--- src/rtl/mips_mem_pkg.sv ---
// Shared encodings and helpers for the load/store unit: access sizes,
// FSM states and the alignment check.
package mips_mem_pkg;

  localparam logic [1:0] SIZE_B = 2'b00;
  localparam logic [1:0] SIZE_H = 2'b01;
  localparam logic [1:0] SIZE_W = 2'b10;

  typedef enum logic [1:0] {
    ST_IDLE = 2'b00,
    ST_WAIT = 2'b01,
    ST_DONE = 2'b10
  } mem_state_t;

  // Reserved size counts as an error so the core raises an exception.
  function automatic logic is_misaligned(input logic [1:0] size, input logic [1:0] off);
    case (size)
      SIZE_B:  is_misaligned = 1'b0;
      SIZE_H:  is_misaligned = off[0];
      SIZE_W:  is_misaligned = (off != 2'b00);
      default: is_misaligned = 1'b1;
    endcase
  endfunction

endpackage

--- src/rtl/mem_lane_align.sv ---
// Combinational lane logic: store replication / byte enables and
// load lane selection with sign or zero extension (little-endian lanes).
module mem_lane_align
  import mips_mem_pkg::*;
(
  input  logic [1:0]  st_size,
  input  logic [1:0]  st_off,
  input  logic [31:0] st_wdata,
  output logic [3:0]  st_wea,
  output logic [31:0] st_din,
  input  logic [1:0]  ld_size,
  input  logic [1:0]  ld_off,
  input  logic        ld_unsigned,
  input  logic [31:0] ld_dout,
  output logic [31:0] ld_data
);

  logic [31:0] dout_shifted;
  logic [15:0] half_sel;

  always_comb begin
    st_wea = 4'b0000;
    st_din = 32'h0;
    case (st_size)
      SIZE_B: begin
        st_wea = 4'b0001 << st_off;
        st_din = {4{st_wdata[7:0]}};
      end
      SIZE_H: begin
        st_wea = st_off[1] ? 4'b1100 : 4'b0011;
        st_din = {2{st_wdata[15:0]}};
      end
      SIZE_W: begin
        st_wea = 4'b1111;
        st_din = st_wdata;
      end
      default: ;
    endcase
  end

  always_comb begin
    dout_shifted = ld_dout >> {ld_off, 3'b000};
    half_sel     = ld_off[1] ? ld_dout[31:16] : ld_dout[15:0];
    case (ld_size)
      SIZE_B:  ld_data = {{24{~ld_unsigned & dout_shifted[7]}}, dout_shifted[7:0]};
      SIZE_H:  ld_data = {{16{~ld_unsigned & half_sel[15]}}, half_sel};
      default: ld_data = ld_dout;
    endcase
  end

endmodule

--- src/rtl/data_mem_access.sv ---
// Load/store unit between the core memory stage and a synchronous-read BRAM.
// Stores finish in the issue cycle; loads stall through WAIT and complete in DONE.
module data_mem_access
  import mips_mem_pkg::*;
#(
  parameter int ADDR_W = 10
) (
  input  logic              clk,
  input  logic              rst,
  input  logic              mem_req,
  input  logic              mem_we,
  input  logic [1:0]        mem_size,
  input  logic              mem_unsigned,
  input  logic [31:0]       mem_addr,
  input  logic [31:0]       mem_wdata,
  output logic [31:0]       mem_rdata,
  output logic              mem_stall,
  output logic              addr_err,
  output logic              ram_ena,
  output logic [3:0]        ram_wea,
  output logic [ADDR_W-1:0] ram_addr,
  output logic [31:0]       ram_din,
  input  logic [31:0]       ram_dout
);

  mem_state_t  state_q, state_d;
  logic [1:0]  off_q, off_d;
  logic [1:0]  size_q, size_d;
  logic        uns_q, uns_d;
  logic [31:0] rdata_q, rdata_d;

  logic [3:0]  st_wea;
  logic [31:0] st_din;
  logic [31:0] ld_data;
  logic        ena_c, stall_c, err_c;
  logic [3:0]  wea_c;
  logic        addr_unused;

  // Upper address bits alias onto the BRAM range.
  assign addr_unused = ^mem_addr[31:ADDR_W+2];

  mem_lane_align u_align (
    .st_size    (mem_size),
    .st_off     (mem_addr[1:0]),
    .st_wdata   (mem_wdata),
    .st_wea     (st_wea),
    .st_din     (st_din),
    .ld_size    (size_q),
    .ld_off     (off_q),
    .ld_unsigned(uns_q),
    .ld_dout    (ram_dout),
    .ld_data    (ld_data)
  );

  always_comb begin
    state_d = state_q;
    off_d   = off_q;
    size_d  = size_q;
    uns_d   = uns_q;
    rdata_d = rdata_q;
    ena_c   = 1'b0;
    wea_c   = 4'b0000;
    stall_c = 1'b0;
    err_c   = 1'b0;
    case (state_q)
      ST_IDLE: begin
        if (mem_req) begin
          if (is_misaligned(mem_size, mem_addr[1:0])) begin
            err_c = 1'b1;
          end else if (mem_we) begin
            ena_c = 1'b1;
            wea_c = st_wea;
          end else begin
            ena_c   = 1'b1;
            stall_c = 1'b1;
            off_d   = mem_addr[1:0];
            size_d  = mem_size;
            uns_d   = mem_unsigned;
            state_d = ST_WAIT;
          end
        end
      end
      ST_WAIT: begin
        stall_c = 1'b1;
        rdata_d = ld_data;
        state_d = ST_DONE;
      end
      ST_DONE: state_d = ST_IDLE;
      default: state_d = ST_IDLE;
    endcase
  end

  // Outputs are gated by rst so nothing reaches the BRAM or the core mid-reset.
  always_comb begin
    ram_ena   = ena_c & ~rst;
    ram_wea   = rst ? 4'b0000 : wea_c;
    ram_addr  = ram_ena ? mem_addr[ADDR_W+1:2] : '0;
    ram_din   = (ram_ena && mem_we) ? st_din : 32'h0;
    mem_stall = stall_c & ~rst;
    addr_err  = err_c & ~rst;
    mem_rdata = addr_err ? 32'h0 : rdata_q;
  end

  always_ff @(posedge clk or posedge rst) begin
    if (rst) begin
      state_q <= ST_IDLE;
      off_q   <= 2'b00;
      size_q  <= SIZE_W;
      uns_q   <= 1'b0;
      rdata_q <= 32'h0;
    end else begin
      state_q <= state_d;
      off_q   <= off_d;
      size_q  <= size_d;
      uns_q   <= uns_d;
      rdata_q <= rdata_d;
    end
  end

endmodule

--- config.mk ---
export PLATFORM = sky130hd
export DESIGN_NAME = data_mem_access
export DESIGN_NICKNAME = d
export VERILOG_FILES = /design/src/rtl/mips_mem_pkg.sv /design/src/rtl/mem_lane_align.sv /design/src/rtl/data_mem_access.sv
export SDC_FILE = /design/constraint.sdc
export NUM_CORES = 1
export LEC_CHECK = 0
export ABC_AREA = 0
export BUFFER_PORTS_ARGS = -buffer_cell sky130_fd_sc_hd__buf_2
export CAP_MARGIN = 20
export CORE_MARGIN = 4
export CORE_UTILIZATION = 48
export CTS_CLUSTER_SIZE = 10
export DETAILED_ROUTE_END_ITERATION = 10
export GPL_ROUTABILITY_DRIVEN = 0
export PLACE_DENSITY = 0.83
export SLEW_MARGIN = 20
export SYNTH_ARGS = -nofsm -noshare
export SYNTH_HDL_FRONTEND = slang
export SYNTH_SLANG_ARGS = --single-unit
export TNS_END_PERCENT = 10
--- constraint.sdc ---
create_clock -name clk -period 4.35 [get_ports clk]
set_clock_uncertainty 0.05 [all_clocks]
set_input_delay 0.87 -clock clk [delete_from_list [all_inputs] [get_ports clk]]
set_output_delay 0.87 -clock clk [all_outputs]
set_load 0.03 [all_outputs]
Yosys cells after proc, flatten, opt, wreduce, memory -nomap -nowiden
Index checks and enable logic that the tools add are counted.
{ "word_totals": {"reg_bits": 39, "latch_bits": 0, "ramBits": 0, "mem_bits_ro": 0, "inputBits": 103, "output_inout_bits": 81, "wordCells": 60, "mem_count": 0} }
{ "op_classes": {"addsub": 0, "n_mul": 0, "div": 0, "order_cmp": 0, "n_eq_ne": 7, "shift": 2, "muxes": 30, "n_bitwise": 9, "n_reduce_logical": 7} }
{ "op_table": {"columns": ["op", "count"], "rows": [
  ["$pmux 32 s3", 1],
  ["$mux 32", 2],
  ["$pmux 32 s2", 1],
  ["$shr 32x5->8", 1],
  ["$mux 4", 6],
  ["$mux 16", 1],
  ["$pmux 4 s3", 1],
  ["$mux 1", 11],
  ["$mux 10", 1],
  ["$eq 2x1->1 const B", 3],
  ["$logic_not 2->1", 3],
  ["$mux 2", 3],
  ["$ne 2x2->1 const B", 3],
  ["$and 1x1->1", 5],
  ["$not 1->1", 4],
  ["$pmux 2 s2", 1],
  ["$reduce_and 4->1", 1],
  ["$shl 1x2->4 const A", 1],
  ["$pmux 1 s3", 1],
  ["$reduce_and 3->1", 1],
  ["$eq 2x2->1 const B", 1],
  ["$pmux 1 s2", 1],
  ["$reduce_bool 2->1", 1],
  ["$logic_and 1x1->1", 1]
]} }

Logic depth before layout (Yosys ltp)
Gate-level depths: netlist of run 1.
{ "depth": {"word_depth": 10, "mapped_depth": 7, "ltp_nobuf": 5} }

Hierarchy
A second synthesis of run 1 with hierarchy kept.
{ "unflattened": {"cells_unflattened": 371, "hier_area_um2": 3280.6} }
{ "modules_own_cells": {"columns": ["mod", "n_inst", "cells_per_inst", "area_per_inst_um2", "seq_area_each_um2"], "rows": [
  ["data_mem_access", 1, 181, 2058.2, 977.2],
  ["mem_lane_align", 1, 190, 1222.4, 0.0]
]} }

Worst setup path after synthesis of run 1
Ideal clock, no wire load.
{ "synth_path": {"path_kind": "input -> output", "startpoint": "input port rst", "endpoint": "output port ram_wea[0]", "arrival_ns": 3.565, "t_required_ns": 3.430, "slack_ns": -0.135, "path_stages": 3, "path_buffers": 0, "cell_sequence": "inv_1 nand4_1 a2111oi_0"} }
{ "synth_via": {"elab_chain_cells": 1} }
{ "synth_lines": {"columns": ["element", "line", "rtl"], "rows": [
  ["from (decl)", "data_mem_access.sv:9", "input logic rst,"],
  ["$mux 4", "data_mem_access.sv:96", "ram_wea = rst ? 4'b0000 : wea_c;"],
  ["to (decl)", "data_mem_access.sv:20", "output logic [3:0] ram_wea,"]
]} }
No other way between the ends.

Worst setup path after layout of run 1
{ "layout_path": {"startpoint": "input port mem_size[0]", "endpoint": "output port mem_rdata[12]"} }
{ "layout_via": {"elab_chain_cells": 9, "elab_cells_between_ends": 11, "cone_classes": "eq/ne: 2; mux: 7; bitwise: 1; reduce/logical: 1"} }
{ "layout_lines": {"columns": ["element", "line", "rtl"], "rows": [
  ["from (decl)", "data_mem_access.sv:12", "input logic [1:0] mem_size,"],
  ["$eq 2x2->1 (tied with other cells)", "mips_mem_pkg.sv:17", "case (size)"],
  ["$pmux 1 s3 *", "mips_mem_pkg.sv:17", null],
  ["$mux 1 *", "data_mem_access.sv:67", "if (mem_req) begin"],
  ["$mux 1 *", "data_mem_access.sv:65", "case (state_q)"],
  ["$mux 1 *", "data_mem_access.sv:68", "if (is_misaligned(mem_size, mem_addr[1:0])) begin"],
  ["$mux 1 *", "data_mem_access.sv:67", null],
  ["$mux 1 *", "data_mem_access.sv:65", null],
  ["$and 1x1->1 *", "data_mem_access.sv:100", "addr_err = err_c & ~rst;"],
  ["$mux 32 *", "data_mem_access.sv:101", "mem_rdata = addr_err ? 32'h0 : rdata_q;"],
  ["to (decl)", "data_mem_access.sv:16", "output logic [31:0] mem_rdata,"]
]} }
Every way passes the cells marked *; elsewhere a longest branch is shown, timed or not. The select of a mux whose other input is x is not followed.

==> results.sh, run 1 <==
export IMPL_htreeDepth=2
export IMPL_fin_setup_tns_ns=0
export IMPL_drc=0
export IMPL_die_h_um=89.3
export IMPL_dieArea_um2=7980
export IMPL_worst_slew_pin_slew_ns=1.02
export IMPL_die_w_um=89.3
export IMPL_synth_ff_type="dfrtp_1"
export IMPL_final_cell_mix="163 x buf_2, 58 x nand2_1, 38 x dfrtp_1"
export IMPL_syn_area_um2=3180
export IMPL_end_kind="primary output"
export IMPL_synth_edf_count=0
export IMPL_setup_viol=0
export IMPL_initial_core_util_pct=49.7
export IMPL_ant_nets=0
export IMPL_post_route_min_period_ns=3.45
export IMPL_cts_sinks=39
export IMPL_slew_headroom_pct=31.9
export IMPL_drt_vias_per_instance=5.58
export IMPL_ios=184
export IMPL_clockRootBuffer="clkbuf_8"
export IMPL_grt_pass1_vias=3364
export IMPL_vdd_ir_drop_worst_mv=0.280
export IMPL_slew_violations=0
export IMPL_yosys_cell_types_count=48
export IMPL_syn_avg_cell_area_um2=7.78
export IMPL_min_period_over_period_pct=79.3
export IMPL_fill_cells=558
export IMPL_cp_arrival_ns=2.53
export IMPL_place_area_um2=3950
export IMPL_final_area_um2=4030
export IMPL_max_freq_mhz=290
export IMPL_grt_first_pass_wirelength_mm=15.6
export IMPL_synth_seq_area_share_pct=30.8
export IMPL_final_common_cell="buf_2"
export IMPL_hold_path_class="reg2reg"
export IMPL_area_growth_pct=27.0
export IMPL_ys_async_sr_fraction_pct=100
export IMPL_clk_pin_slew_ns=0.07
export IMPL_cap_violations=0
export IMPL_crit_required_ns=3.43
export IMPL_antenna_cells=0
export IMPL_drt_iter0_markers=197
export IMPL_wl_per_cell_um=15.8
export IMPL_clock_tree_buffer_depth=2
export IMPL_cts_setup_buffers=0
export IMPL_rsz0062_at_grt="no"
export IMPL_grtUsageTotal_pct=24.7
export IMPL_yosysWarningCount=0
export IMPL_hold_viol_final=0
export IMPL_synth_cells=408
export IMPL_final_nets=651
export IMPL_power_density_nw_per_um2=422
export IMPL_hpwl_mm=7.53
export IMPL_first_pass_iters=4
export IMPL_grt_max_degree=47
export IMPL_critPathKind="in2out"
export IMPL_num_vias=3491
export IMPL_start_kind="input port"
export IMPL_crit_fanout=33
export IMPL_cts_resized=0
export IMPL_ys_seq_elements=39
export IMPL_syn_num_nets=511
export IMPL_rows=29
export IMPL_overflow=0
export IMPL_cts_buffers=5
export IMPL_port_buffers=163
export IMPL_p_leak_nw=2.06
export IMPL_cts_tree="done"
export IMPL_antenna_found_initial=0
export IMPL_ctsHoldBuffers=0
export IMPL_routed_wl_mm=9.89
export IMPL_outcome="finished, final reports clean"
export IMPL_layout_drive_gt1_share_pct=38.8
export IMPL_coreArea_um2=6390
export IMPL_clock_latency_ns=0.29
critical path, cell delays in order:
cell     delay (ns)
buf_2          0.30
or3_1          0.22
nand2_2        0.10
nor2_4         0.60
and2b_1        0.26
buf_2          0.17
flip-flops by register name, summed over array words and instances (netlist names):
name and cells:
rdata_q 32, off_q 2, size_q 2, state_q 2, uns_q 1
synthesized netlist by cell type, drive strengths merged (2+ instances only):
| master | number | share of area [%] |
|---|---|---|
| and2 | 15 | 3.0 |
| o21ai | 29 | 4.7 |
| and2b | 4 | 0.95 |
| dfrtp | 38 | 30 |
| clkinv | 2 | 0.24 |
| mux2 | 10 | 3.5 |
| a22oi | 10 | 2.4 |
| nand3b | 7 | 1.7 |
| a221oi | 11 | 3.8 |
| nor2b | 30 | 5.9 |
| clkbuf | 22 | 2.6 |
| o22ai | 2 | 0.39 |
| nand2 | 60 | 7.4 |
| and3 | 8 | 1.6 |
| a21oi | 48 | 8.9 |
| or3 | 3 | 0.59 |
| nand2b | 9 | 1.8 |
| a211oi | 7 | 2.8 |
| mux2i | 6 | 1.9 |
| nor2 | 38 | 4.7 |
| buf | 13 | 2.8 |
| a311oi | 5 | 1.4 |
| nor3 | 3 | 0.47 |
| a2111oi | 2 | 0.55 |
| inv | 12 | 1.4 |
path summary, 6_finish.rpt:
kind | slack, ns | from | cells past startpoint | to
min in group asynchronous | 0.69 | rst | 3 | rdata_q[15]$_DFFE_PP0P_
hold reg to reg | 0.43 | rdata_q[2]$_DFFE_PP0P_ | 2 | rdata_q[2]$_DFFE_PP0P_
setup / recovery | 0.90 | mem_size[0] | 6 | mem_rdata[12]
max in group asynchronous | 3.20 | rst | 3 | size_q[1]$_DFFE_PP1P_
setup reg to reg | 1.60 | state_q[1]$_DFFE_PP0P_ | 5 | rdata_q[28]$_DFFE_PP0P_
hold / removal | 0.43 | rdata_q[2]$_DFFE_PP0P_ | 2 | rdata_q[2]$_DFFE_PP0P_
area by class of cell:
cell class / count / area (µm²) / area share, %
Multi-Input combinational cell: 320 / 1970 / 48.9
Sequential cell: 39 / 977 / 24.2
Timing Repair Buffer: 168 / 853 / 21.2
Tap cell: 77 / 96.3 / 2.39
Clock buffer: 8 / 80.1 / 1.99
Inverter: 14 / 52.6 / 1.30
per-layer routing:
layer,wire length [µm],vias to the layer above,global-route usage (%)
li1,-,1694,-
met1,3990,1623,30.4
met2,4850,151,42.3
met3,802,23,5.71
met4,244,0,8.80
met5,0,-,0
power breakdown:
group / total [mW] / leakage [nW] / switching (mW) / internal, mW
Sequential: 0.608 / 0.466 / 0.119 / 0.489
Clock: 0.230 / 0.0395 / 0.116 / 0.114
Combinational: 0.866 / 1.56 / 0.543 / 0.322
through the flow:
stage          std cells  utilization, %  setup WS, ns  hold slack (ns)  power, mW
2_1_floorplan        408               -         0.246            0.392       1.24
3_3_place_gp         618            61.9         0.959            0.412       1.45
3_5_place_dp         618            61.9         0.895            0.417       1.48
4_1_cts              626            63.2         0.889            0.432       1.71
5_1_grt              626            63.2         0.766            0.443       1.83
6_report             626            63.2         0.902            0.427       1.70
cell families after synthesis:
kind of cell           after synthesis  share of synthesized area [%]
flip-flops                          39                           30.8
AO/OA/AOI/OAI                      120                           26.3
XOR/XNOR                             1                          0.276
multiplexers                        16                           5.44
AND/OR/NAND/NOR                    183                           30.1
buffers and inverters               49                           7.09
No activity file was read; power rests on OpenSTA's default activity.
==> run 2: changes to the inputs <==
- CORE_UTILIZATION: 48 -> 45
- PLACE_DENSITY: 0.83 -> 0.78
- clock period: 4.35 -> 3.25 ns (I/O delays scaled with it)
==> run 2 against run 1 <==
Net effect:
- combinational power is 41% higher
- global-route usage fell by 1.9 points
- total power increased by 37%
- clock-buffer cell count unchanged
- register-to-register slack worse by 0.56 ns
- core utilization shrank 2.6 points
- largest power group unchanged
==> results.sh, run 2 (synthesis results as in run 1) <==
export IMPL_outcome="finished, final reports clean"
export IMPL_fin_setup_tns_ns=0
export IMPL_cts_setup_buffers=0
export IMPL_first_pass_iters=4
export IMPL_hold_path_class="reg2reg"
export IMPL_drc=0
export IMPL_layout_drive_gt1_share_pct=40.3
export IMPL_antenna_found_initial=0
export IMPL_cellInternalPower_mw=1.29
export IMPL_area_growth_pct=30.3
export IMPL_grt_first_pass_wirelength_mm=15.8
export IMPL_cts_sinks=39
export IMPL_path_depth=5
export IMPL_cp_arrival_ns=2.37
export IMPL_path_buf_inv=1
export IMPL_holdPathStages=2
export IMPL_min_period_over_period_pct=94.4
export IMPL_power_frac_comb_pct=52.5
export IMPL_reg2reg_depth=5
export IMPL_end_kind="primary output"
export IMPL_overflow=0
export IMPL_rows=30
export IMPL_worst_slack_ns=0.181
export IMPL_crit_family="simple AND/OR/NAND/NOR gates"
export IMPL_grt_pass1_vias=3469
export IMPL_port_buffers=163
export IMPL_ctsHoldBuffers=0
export IMPL_dieArea_um2=8460
export IMPL_cpPeakStageDelay_ns=0.59
export IMPL_fill_cells=659
export IMPL_grtUsageTotal_pct=22.9
export IMPL_antenna_cells=0
export IMPL_cts_buffers=5
export IMPL_die_h_um=92.0
export IMPL_crit_required_ns=2.55
export IMPL_clk_pin_slew_ns=0.07
export IMPL_rsz0062_at_grt="no"
export IMPL_dp_cells=644
export IMPL_crit_fanout=24
export IMPL_clock_latency_ns=0.28
export IMPL_grt_max_degree=46
export IMPL_slew_headroom_pct=56.5
export IMPL_clkPwrFrac_pct=15.2
export IMPL_ios=184
export IMPL_crit_slowest_cell="or4b_4"
export IMPL_total_power_mw=2.33
export IMPL_cap_violations=0
export IMPL_final_common_cell="buf_2"
export IMPL_htreeDepth=2
export IMPL_clockRootBuffer="clkbuf_8"
export IMPL_p_leak_nw=2.11
export IMPL_clock_tree_buffer_depth=2
export IMPL_start_kind="register"
export IMPL_initial_core_util_pct=46.5
export IMPL_num_vias=3542
export IMPL_power_density_nw_per_um2=563
export IMPL_final_cell_mix="163 x buf_2, 58 x nand2_1, 38 x dfrtp_1"
export IMPL_drt_vias_per_instance=5.43
export IMPL_pre_cts_ws_ns=0.192
export IMPL_wl_per_cell_um=15.2
export IMPL_drt_iter0_markers=218
export IMPL_p_sw_mw=1.04
export IMPL_p_seq_share_pct=32.3
export IMPL_largest_reg_flops=32
export IMPL_hold_viol_final=0
export IMPL_vdd_ir_drop_worst_mv=0.217
export IMPL_slew_violations=0
export IMPL_top_register="rdata_q"
export IMPL_coreArea_um2=6830
export IMPL_final_nets=658
export IMPL_die_w_um=92.0
export IMPL_ant_nets=0
export IMPL_cts_tree="done"
export IMPL_switching_share_pct=44.6
export IMPL_critPathKind="reg2out"
export IMPL_cts_resized=0
export IMPL_setup_viol=0
export IMPL_path_cells="or4b_4, a21oi_2, nand2_4, a21oi_1, buf_2"
export IMPL_max_freq_mhz=326
export IMPL_post_route_min_period_ns=3.07
export IMPL_hpwl_mm=7.65
export IMPL_worst_slew_pin_slew_ns=0.652
export IMPL_instances_no_fill=652
export IMPL_routed_wl_mm=9.90
run 2: routing by layer:
metal	up-vias	wire [µm]	GRT usage, %
met3	26	749	4.92
met2	165	5140	41.0
li1	1707	-	-
met1	1644	3650	26.2
met5	-	0	0
met4	0	358	9.41
run 2: power by group through the flow:
stage / registers (mW) / logic, mW / clock network (mW)
6_report: 0.753 / 1.22 / 0.355
5_1_grt: 0.770 / 1.33 / 0.391
4_1_cts: 0.751 / 1.23 / 0.365
3_5_place_dp: 0.760 / 1.23 / 0
3_3_place_gp: 0.754 / 1.20 / 0
2_1_floorplan: 0.716 / 0.941 / 0
run 2: per-stage QoR:
step | hold slack (ns) | util (%) | instance area (µm²)
after floorplan | 0.392 | - | 3190
after detailed placement | 0.415 | 59.1 | 4040
final | 0.430 | 60.6 | 4140
after global placement | 0.407 | 59.1 | 4040
after CTS | 0.432 | 60.6 | 4140
after global routing | 0.465 | 60.6 | 4140
run 2: worst paths after layout:
path	from	end	slack (ns)
worst min register to register	rdata_q[2]$_DFFE_PP0P_	rdata_q[2]$_DFFE_PP0P_	0.43
min in group asynchronous	rst	state_q[1]$_DFFE_PP0P_	0.49
worst max-delay path	state_q[1]$_DFFE_PP0P_	ram_din[31]	0.18
worst max register to register	size_q[1]$_DFFE_PP1P_	rdata_q[14]$_DFFE_PP0P_	1.04
worst min-delay path	rdata_q[2]$_DFFE_PP0P_	rdata_q[2]$_DFFE_PP0P_	0.43
max in group asynchronous	rst	size_q[1]$_DFFE_PP1P_	2.30
run 2: area by class of cell:
type,instances,area (µm²),area share [%]
tap,96,120,2.90
sequential,39,977,23.6
multi-input combinational,320,1980,47.8
timing repair buffer,175,906,21.9
clock buffer,8,100,2.42
inverter,14,56.3,1.36
run 2: worst reg2reg max path: cells and delay by family (launching register included):
kind	cells	cell delay (ns)
flops	1	0.53
compound gates	3	0.86
simple gates	1	0.26
buf+inv	1	0.36
==> run 3: changes to the inputs <==
- CORE_UTILIZATION: 45 -> 42
- CTS_CLUSTER_SIZE: 10 -> not set
- PLACE_DENSITY: 0.78 -> 0.73
==> run 3 against run 2 <==
Net effect:
- maximum frequency increased by 1.4%
- die area increased by 6.5%
- global-route usage is 0.61 points lower
- sequential share of layout area barely moved
- clock power fell by 9.9%
- critical path type unchanged
- critical path depth unchanged
==> results.sh, run 3 (synthesis results as in run 1) <==
export IMPL_routed_wl_mm=10.1
export IMPL_instances_no_fill=655
export IMPL_top_register="rdata_q"
export IMPL_worst_slew_pin_slew_ns=0.646
export IMPL_ctsHoldBuffers=0
export IMPL_coreArea_um2=7290
export IMPL_drt_iter0_markers=221
export IMPL_finish_utilization_pct=56.7
export IMPL_cts_buffers=5
export IMPL_min_period_over_period_pct=93.1
export IMPL_largest_reg_flops=32
export IMPL_fill_cells=724
export IMPL_r2r_end="rdata_q[11]$_DFFE_PP0P_"
export IMPL_port_buffers=163
export IMPL_cp_arrival_ns=2.33
export IMPL_worstReg2RegStart="off_q[1]$_DFFE_PP0P_"
export IMPL_reg2reg_slack_ns=1.04
export IMPL_hold_path_class="reg2reg"
export IMPL_critPathKind="reg2out"
export IMPL_end_kind="primary output"
export IMPL_worstHoldEndpoint="rdata_q[5]$_DFFE_PP0P_"
export IMPL_max_freq_mhz=330
export IMPL_cts_tree="done"
export IMPL_overflow=0
export IMPL_cts_resized=0
export IMPL_p_leak_nw=2.10
export IMPL_clock_tree_buffer_depth=2
export IMPL_antenna_cells=0
export IMPL_ant_nets=0
export IMPL_cap_violations=0
export IMPL_reg2reg_depth=5
export IMPL_clock_latency_ns=0.30
export IMPL_crit_slowest_cell="or4b_4"
export IMPL_final_common_cell="buf_2"
export IMPL_crit_required_ns=2.55
export IMPL_htreeDepth=2
export IMPL_hpwl_mm=7.68
export IMPL_cts_setup_buffers=0
export IMPL_pre_cts_ws_ns=0.220
export IMPL_cpPeakStageDelay_ns=0.58
export IMPL_ios=184
export IMPL_clockRootBuffer="clkbuf_8"
export IMPL_grtUsageTotal_pct=22.2
export IMPL_worst_slack_ns=0.224
export IMPL_first_pass_iters=5
export IMPL_power_density_nw_per_um2=560
export IMPL_final_nets=658
export IMPL_grt_max_degree=40
export IMPL_fin_setup_tns_ns=0
export IMPL_die_h_um=95.0
export IMPL_clk_pin_slew_ns=0.08
export IMPL_outcome="finished, final reports clean"
export IMPL_area_growth_pct=30.3
export IMPL_layout_drive_gt1_share_pct=40.1
export IMPL_die_w_um=95.0
export IMPL_rsz0062_at_grt="no"
export IMPL_cts_sinks=39
export IMPL_initial_core_util_pct=43.5
export IMPL_holdCritStartpoint="rdata_q[5]$_DFFE_PP0P_"
export IMPL_setup_viol=0
export IMPL_post_route_min_period_ns=3.03
export IMPL_final_cell_mix="163 x buf_2, 58 x nand2_1, 38 x dfrtp_1"
export IMPL_grt_first_pass_wirelength_mm=15.9
export IMPL_path_cells="or4b_4, a21oi_2, nand2_4, a21oi_1, buf_2"
export IMPL_drc=0
export IMPL_drt_vias_per_instance=5.33
export IMPL_vdd_ir_drop_worst_mv=0.173
export IMPL_rows=31
export IMPL_crit_fanout=24
export IMPL_start_kind="register"
export IMPL_grt_pass1_vias=3329
export IMPL_slew_violations=0
export IMPL_hold_viol_final=0
export IMPL_holdPathStages=2
export IMPL_antenna_found_initial=0
export IMPL_slew_headroom_pct=55.9
export IMPL_dieArea_um2=9020
export IMPL_dp_cells=647
export IMPL_wl_per_cell_um=15.4
export IMPL_total_power_mw=2.32
export IMPL_num_vias=3492
run 3: changes by cell type in the layout (fill, tap and decap cells not counted):
cell      previous run  this run
clkinv_2             0         1
clkbuf_1             1         2
buf_4               12        11
buf_12               0         1
clkbuf_8             7         5
run 3: final cells by class:
cell class	count	area [µm²]	area share, %
Inverter	14	56.3	1.36
Multi-Input combinational cell	320	1980	47.9
Clock inverter	1	5.00	0.121
Sequential cell	39	977	23.6
Timing Repair Buffer	175	918	22.2
Clock buffer	7	76.3	1.85
Tap cell	99	124	2.99
run 3: how the worst max path moves through the flow:
stage	start	endpoint	slack, ns	depth (start not counted)
2_1_floorplan	mem_size[0]	ram_addr[0]	0.39	5
3_3_place_gp	rst	ram_din[8]	0.25	6
3_5_place_dp	rst	ram_din[8]	0.22	6
4_1_cts	state_q[1]$_DFFE_PP0P_	ram_din[8]	0.21	5
5_1_grt	state_q[1]$_DFFE_PP0P_	ram_din[10]	0.08	5
6_report	state_q[1]$_DFFE_PP0P_	ram_din[8]	0.22	5
run 3: per-stage QoR:
step           area [µm²]  hold slack [ns]
5_1_grt              4140            0.472
4_1_cts              4140            0.436
3_3_place_gp         4060            0.410
2_1_floorplan        3190            0.392
3_5_place_dp         4060            0.419
6_report             4140            0.431
run 3: power by group:
part	internal, mW	total (mW)	switching [mW]
Sequential	0.654	0.770	0.116
Clock	0.151	0.320	0.169
Combinational	0.448	1.23	0.778
Total	1.25	2.32	1.06
run 3: routing by layer:
layer / vias to the layer above / global-route usage (%) / wire, µm / share of wire (%)
li1: 1709 / - / - / -
met1: 1620 / 27.3 / 4110 / 41
met2: 143 / 37.9 / 4920 / 49
met3: 20 / 4.22 / 774 / 7.7
met4: 0 / 9.50 / 249 / 2.5
met5: - / 0 / 0 / 0
run 3: worst max-delay path: cells and delay by family (launching register included):
| kind | cells | cell delay, ns |
|---|---|---|
| buffers and inverters | 1 | 0.22 |
| and+or+nand+nor | 2 | 0.84 |
| AOI/OAI and AO/OA | 2 | 0.54 |
| DFF | 1 | 0.42 |
